===== config.mk =====
export PLATFORM = sky130hd
export DESIGN_NAME = data_sync_rx_flat
export DESIGN_NICKNAME = d
export VERILOG_FILES = /design/src/rtl/data_sync_rx_pkg.sv /design/src/rtl/data_sync_rx_if.sv /design/src/rtl/data_sync_rx_bit_sync.sv /design/src/rtl/data_sync_rx.sv /design/src/flat_wrapper.sv
export SDC_FILE = /design/constraint.sdc
export NUM_CORES = 1
export LEC_CHECK = 0
export CORE_MARGIN = 3
export CORE_UTILIZATION = 43
export CTS_BUF_LIST = sky130_fd_sc_hd__clkbuf_16
export DETAILED_ROUTE_END_ITERATION = 16
export GPL_TIMING_DRIVEN = 0
export MAX_ROUTING_LAYER = met4
export PLACE_DENSITY = 0.77
export SYNTH_ARGS = -nofsm -noshare
export SYNTH_HDL_FRONTEND = slang
export SYNTH_HIERARCHICAL = 1
export SYNTH_SLANG_ARGS = --single-unit
export TNS_END_PERCENT = 5

===== constraint.sdc =====
create_clock -name DSYNC_CLK -period 3 [get_ports DSYNC_CLK]
set_clock_uncertainty 0.1 [all_clocks]
set_input_delay 0.6 -clock DSYNC_CLK [delete_from_list [all_inputs] [get_ports DSYNC_CLK]]
set_output_delay 0.6 -clock DSYNC_CLK [all_outputs]
set_load 0.01 [all_outputs]

===== src/rtl/data_sync_rx_pkg.sv =====
// data_sync_rx_pkg: shared FSM encoding and synchroniser depth limit for the toggle-handshake CDC receiver
package data_sync_rx_pkg;
  localparam logic [0:0] ST_IDLE = 1'b0;
  localparam logic [0:0] ST_HOLD = 1'b1;
  localparam int MIN_STAGES = 2;
endpackage


===== src/rtl/data_sync_rx_if.sv =====
// data_sync_rx_if: request/data/handshake bundle between the CDC receiver and its source and consumer
interface data_sync_rx_if #(parameter int BUS_WIDTH = 8);
  logic                 DSYNC_REQ_TGL;
  logic [BUS_WIDTH-1:0] DSYNC_BUS_IN;
  logic                 DSYNC_READY;
  logic                 DSYNC_VALID;
  logic [BUS_WIDTH-1:0] DSYNC_BUS_OUT;
  logic                 DSYNC_PULSE;
  logic                 DSYNC_ACK_TGL;
  logic                 DSYNC_OVERRUN;
  modport master (
    output DSYNC_REQ_TGL, DSYNC_BUS_IN, DSYNC_READY,
    input  DSYNC_VALID, DSYNC_BUS_OUT, DSYNC_PULSE, DSYNC_ACK_TGL, DSYNC_OVERRUN
  );
  modport slave (
    input  DSYNC_REQ_TGL, DSYNC_BUS_IN, DSYNC_READY,
    output DSYNC_VALID, DSYNC_BUS_OUT, DSYNC_PULSE, DSYNC_ACK_TGL, DSYNC_OVERRUN
  );
endinterface


===== src/rtl/data_sync_rx_bit_sync.sv =====
// data_sync_rx_bit_sync: STAGES-deep single-bit synchroniser, async active-low reset to 0
module data_sync_rx_bit_sync #(parameter int STAGES = 2) (
  input  logic clk,
  input  logic rst_n,
  input  logic d,
  output logic q
);
  logic [STAGES-1:0] sync;
  always_ff @(posedge clk or negedge rst_n)
    if (!rst_n) sync <= '0;
    else sync <= {sync[STAGES-2:0], d};
  assign q = sync[STAGES-1];
endmodule


===== src/rtl/data_sync_rx.sv =====
// data_sync_rx: toggle-handshake CDC receiver; captures the source word on each synchronised request edge
module data_sync_rx
  import data_sync_rx_pkg::*;
#(
  parameter int STAGES    = 2,
  parameter int BUS_WIDTH = 8
) (
  input logic           DSYNC_CLK,
  input logic           DSYNC_RST,
  data_sync_rx_if.slave dsync
);
  logic                 req_sync, req_prev, req_edge;
  logic [0:0]           state;
  logic                 valid, pulse, ack_tgl, overrun;
  logic [BUS_WIDTH-1:0] bus_out;
  if (STAGES < MIN_STAGES) begin : g_bad_stages
    $error("data_sync_rx: STAGES must be at least %0d", MIN_STAGES);
  end
  data_sync_rx_bit_sync #(.STAGES(STAGES)) u_req_sync (
    .clk  (DSYNC_CLK),
    .rst_n(DSYNC_RST),
    .d    (dsync.DSYNC_REQ_TGL),
    .q    (req_sync)
  );
  assign req_edge = req_sync ^ req_prev;
  // a request edge seen in HOLD is consumed and its word dropped, even on the accepting cycle
  always_ff @(posedge DSYNC_CLK or negedge DSYNC_RST)
    if (!DSYNC_RST) begin
      req_prev <= 1'b0;
      state    <= ST_IDLE;
      valid    <= 1'b0;
      pulse    <= 1'b0;
      ack_tgl  <= 1'b0;
      overrun  <= 1'b0;
      bus_out  <= '0;
    end else begin
      req_prev <= req_sync;
      pulse    <= 1'b0;
      if (state == ST_IDLE) begin
        if (req_edge) begin
          bus_out <= dsync.DSYNC_BUS_IN;
          valid   <= 1'b1;
          pulse   <= 1'b1;
          state   <= ST_HOLD;
        end
      end else begin
        if (req_edge) overrun <= 1'b1;
        if (valid && dsync.DSYNC_READY) begin
          valid   <= 1'b0;
          ack_tgl <= ~ack_tgl;
          state   <= ST_IDLE;
        end
      end
    end
  assign dsync.DSYNC_VALID   = valid;
  assign dsync.DSYNC_BUS_OUT = bus_out;
  assign dsync.DSYNC_PULSE   = pulse;
  assign dsync.DSYNC_ACK_TGL = ack_tgl;
  assign dsync.DSYNC_OVERRUN = overrun;
endmodule


===== src/flat_wrapper.sv =====
// flat-port wrapper written by rule: the top's interface ports become plain ports
module data_sync_rx_flat import data_sync_rx_pkg::*;
#(
  parameter int STAGES    = 2,
  parameter int BUS_WIDTH = 8
)
  (DSYNC_CLK, DSYNC_RST, dsync_DSYNC_REQ_TGL, dsync_DSYNC_BUS_IN, dsync_DSYNC_READY, dsync_DSYNC_VALID, dsync_DSYNC_BUS_OUT, dsync_DSYNC_PULSE, dsync_DSYNC_ACK_TGL, dsync_DSYNC_OVERRUN);
  data_sync_rx_if #(.BUS_WIDTH(BUS_WIDTH)) dsync_i ();
  input logic DSYNC_CLK;
  input logic DSYNC_RST;
  input wire logic [$bits(dsync_i.DSYNC_REQ_TGL)-1:0] dsync_DSYNC_REQ_TGL;
  input wire logic [$bits(dsync_i.DSYNC_BUS_IN)-1:0] dsync_DSYNC_BUS_IN;
  input wire logic [$bits(dsync_i.DSYNC_READY)-1:0] dsync_DSYNC_READY;
  output wire logic [$bits(dsync_i.DSYNC_VALID)-1:0] dsync_DSYNC_VALID;
  output wire logic [$bits(dsync_i.DSYNC_BUS_OUT)-1:0] dsync_DSYNC_BUS_OUT;
  output wire logic [$bits(dsync_i.DSYNC_PULSE)-1:0] dsync_DSYNC_PULSE;
  output wire logic [$bits(dsync_i.DSYNC_ACK_TGL)-1:0] dsync_DSYNC_ACK_TGL;
  output wire logic [$bits(dsync_i.DSYNC_OVERRUN)-1:0] dsync_DSYNC_OVERRUN;
  assign dsync_i.DSYNC_REQ_TGL = dsync_DSYNC_REQ_TGL;
  assign dsync_i.DSYNC_BUS_IN = dsync_DSYNC_BUS_IN;
  assign dsync_i.DSYNC_READY = dsync_DSYNC_READY;
  assign dsync_DSYNC_VALID = dsync_i.DSYNC_VALID;
  assign dsync_DSYNC_BUS_OUT = dsync_i.DSYNC_BUS_OUT;
  assign dsync_DSYNC_PULSE = dsync_i.DSYNC_PULSE;
  assign dsync_DSYNC_ACK_TGL = dsync_i.DSYNC_ACK_TGL;
  assign dsync_DSYNC_OVERRUN = dsync_i.DSYNC_OVERRUN;
  data_sync_rx #(.STAGES(STAGES), .BUS_WIDTH(BUS_WIDTH)) u_core (.DSYNC_CLK(DSYNC_CLK), .DSYNC_RST(DSYNC_RST), .dsync(dsync_i));
endmodule

# Word-level counts from Yosys, hierarchy flattened
# Index checks and enable logic that the tools add are counted.
# op_classes
reduce_logical,6
n_eq_ne,1
mux,7
div,0
shifts,0
n_mul,0
add_sub_neg,0
n_lt_le_gt_ge,0
bitwise_logic,3
# ops
cell,n
$reduce_and 2->1,4
$mux 1,7
$ne 2x2->1 const B,1
$not 1->1,2
$reduce_bool 2->1,1
$logic_and 1x1->1,1
$xor 1x1->1,1
# totals
latchBits,0
mem_count,0
inputBits,12
ramBits,0
register_bits,16
rom_bits,0

# Longest topological paths before layout
# depth
depth_word,3
ltp_mapped,4

# Hierarchy
# Netlist, hierarchy kept.
# by_module_without_submodules
mod,area_each_um2,seq_area_each_um2,n_inst,cells_each
data_sync_rx,540.5,350.3,1,31
data_sync_rx_bit_sync,50.0,50.0,1,2

# Worst setup path before layout
# OpenSTA, ideal clock, no wires.
# synth_timing
kind,register to register
startpoint,register u_core.req_prev
endpoint,"register u_core.bus_out[0], in the netlist u_core/dsync.DSYNC_BUS_OUT[0]"
setup_ns,0.125
required_ns,2.775
path_slack_ns,1.627
path_stages_with_launch,5
arrival_ns,1.148
cell_sequence,dfrtp_1 xor2_1 and2b_1 buf_6 mux2_4
# synth_between
elab_chain_cells,2
# synth_lines
item,line,text
"start, declared",data_sync_rx.sv:12,"logic req_sync, req_prev, req_edge;"
"start signal, assigned",data_sync_rx.sv:37,req_prev <= req_sync;
$xor 1x1->1,data_sync_rx.sv:25,assign req_edge = req_sync ^ req_prev;
$reduce_and 2->1 (no source line),--,
"end signal, assigned",data_sync_rx.sv:41,bus_out <= dsync.DSYNC_BUS_IN;
"end, declared",data_sync_rx.sv:15,logic [BUS_WIDTH-1:0] bus_out;
# Every way passes these cells.
# A chain may end at the register's enable or synchronous reset.

# Final worst setup path
# layout_timing
startpoint,"register u_core.overrun, in the netlist u_core/dsync.DSYNC_OVERRUN"
endpoint,output port dsync_DSYNC_OVERRUN
# layout_lines
item,line,text
"start, declared",data_sync_rx.sv:14,"logic valid, pulse, ack_tgl, overrun;"
"start signal, assigned",data_sync_rx.sv:34,overrun <= 1'b0;
"start signal, assigned",data_sync_rx.sv:47,if (req_edge) overrun <= 1'b1;
"end, declared",flat_wrapper.sv:18,output wire logic [$bits(dsync_i.DSYNC_OVERRUN)-1:0] dsync_DSYNC_OVERRUN;
# No word-level cell between the ends.

==> run metrics <==
Worst EP arrival=roughly 1.2 ns; I/O pin count=24; GR peak layer=met2; worst reg2reg path depth=4; DR WL/cell=approximately 16 um; Post-Route WL=1.196 mm; cts-stage hold buffer count=0; Core Box Area=around 1200 um2; Die Span Y=~43 um; share of layout cells above drive strength 1=0.2373; CP Launch Point=u_core/dsync.DSYNC_OVERRUN; pwr dens=roughly 1000 nW/um2; Period Utilization, post-route=0.6190; flops & latches, synth=16; Post-CTS Setup Bufs=0; Clock Pin Slew Worst Setup and Hold Paths=~0.040 ns; CP max-delay cell=clkdlybuf4s50_1; hold endpoint=u_core/u_req_sync/sync[1]; peak supply drop=0.5986 mV; Post-DP Area=838.3 um2; design area=913.4 um2; clock sinks=16; RSZ-0062 raised after global routing=false; global routing usage on met3=0.02542; # fillers=71; number of buffers created by CTS=3; clk buf depth=2; placed insts=70; pins over their slew limit=0; Worst Tran Pin Value=approximately 0.7 ns; FP Rows=12; detailed-route via count=between 300 and 400; gr usage total=0.1558; first-pass GRT wire length=between 2 and 2.5 mm; Final nets=between 70 and 80; synthesized cell area=roughly 600 um2; setup TNS=0 ns; Final Non-Filler Cells=between 70 and 80; Top Family by Delay on Critical Path=buffers and inverters; met2 Usage GRT=0.2725; TritonCTS clock tree=built; library cells used by synthesis=10; CP max FO=2; Synthesized Nets=45; flop-to-flop setup slack=approximately 1.5 ns; H-tree depth=1; largest net degree at the start of global routing=17; Hold Fails Final Rpt=0; router iterations before antenna repair=3; Clock Latency Late Sink=between 0.2 and 0.25 ns; max_cap viols=0; Remaining Overflow, GRT=0; Worst Hold Depth=0; final core utilization=0.7604; Yosys Warn Count=6; most common cell after layout, fill and taps aside=clkdlybuf4s50_1; most frequent cells in the layout=clkdlybuf4s50_1, dfrtp_1, mux2_4; DRT iter0 DRCs=5; die width=approximately 43 um; P_leak=0.4042 nW; M1 GR Usage=0.1793; # resized after CTS=0; initial antenna violation count=0; Seq/Total Area, Yosys=0.6780; FF-to-FF Start=u_core/req_prev; Setup Viol. Count Final=0; Tmin final=about 1.9 ns; CP cell instances=clkdlybuf4s50_1; Hold Path Origin=u_core/u_req_sync/sync[0]; die area=about 1900 um2; Worst Setup Path Type=reg -> out; n_diodes=0; Critical Path Max Stage Delay=0.56 ns; synth-to-layout area growth=54.66%; Startpoint Class=register; gpl congestion=roughly 0.74; Starting Density=0.4917; highest clock rate=538.5 MHz; RR Endpoint=u_core/dsync.DSYNC_BUS_OUT[4]; synthesized instance count=33; Avg Cell Area, Syn=around 18 um2; clock root cell=clkbuf_16; CP Buf/Inv Count=1; Residual DRC=0; post-route antenna net violation count=0; Buffers on Ports=23; Vias/cell=between 4 and 5; Setup crit end kind=output pin; Worst Hold Class=reg -> reg; outcome=complete, no violations; Critical Path RT=between 2 and 2.5 ns; vias in the first global route=between 400 and 500; hold slack=0.2481 ns; Slew headroom=0.5354
[flip-flops by register name (all words and copies together) (netlist names)]
name and count:
u_core/dsync.DSYNC_BUS_OUT 8, u_core/u_req_sync/sync 2, u_core/dsync.DSYNC_ACK_TGL 1, u_core/dsync.DSYNC_OVERRUN 1, u_core/dsync.DSYNC_PULSE 1, u_core/dsync.DSYNC_VALID 1
u_core/req_prev 1, u_core/state 1
[cells by family (layout without fill, tap and decap cells)]
logic type                count (synthesis)  count (layout)  share of synthesized area
xor gates and xnor gates                  2               2                    0.02967
and+or+nand+nor                           3               3                    0.02753
buffers and inverters                     1              27                    0.01907
DFF                                      16              16                     0.6780
muxes                                     8               8                     0.2034
AOI/OAI and AO/OA                         3               3                    0.04238
[cell usage after synthesis]
cell	count	share of area
a21o_2	2	0.030
and2b_1	1	0.013
buf_6	1	0.019
dfrtp_1	16	0.68
mux2_4	8	0.20
nand2_1	1	0.0063
nand3_1	1	0.0085
o21a_1	1	0.013
xnor2_1	1	0.015
xor2_1	1	0.015
[stage by stage]
step	setup WS, ns	power (mW)
detailed placement	1.384	0.6872
CTS	1.126	0.9392
finish	1.143	0.9254
global route	1.102	0.9805
floorplan	1.627	0.5026
global placement	1.412	0.6712
[power by group]
group          internal, mW  switching (mW)  total, mW
Combinational         0.232           0.110      0.342
Sequential            0.294          0.0495      0.344
Clock                 0.173          0.0661      0.240
Total                 0.699           0.226      0.925
[worst max-delay path by stage]
stage                                     to  depth (start not counted)
2_1_floorplan  u_core/dsync.DSYNC_BUS_OUT[0]                          4
3_3_place_gp               dsync_DSYNC_VALID                          1
6_report                 dsync_DSYNC_OVERRUN                          1
5_1_grt                  dsync_DSYNC_OVERRUN                          1
4_1_cts                  dsync_DSYNC_OVERRUN                          1
3_5_place_dp   u_core/dsync.DSYNC_BUS_OUT[4]                          1
[final cells by class]
class	count	area, um2	area share
clock buffer	3	75.07	0.08219
buffer	1	11.26	0.01233
tap	14	17.52	0.01918
multi-input combinational	16	178.9	0.1959
sequential	16	400.4	0.4384
timing repair buffer	23	230.2	0.2521
[routing by layer]
layer	part of all wire	vias up
li1	-	166
met5	0	-
met2	0.56	13
met1	0.40	180
met4	0	0
met3	0.038	0
Note: power is estimated with default switching activity, not from simulation.
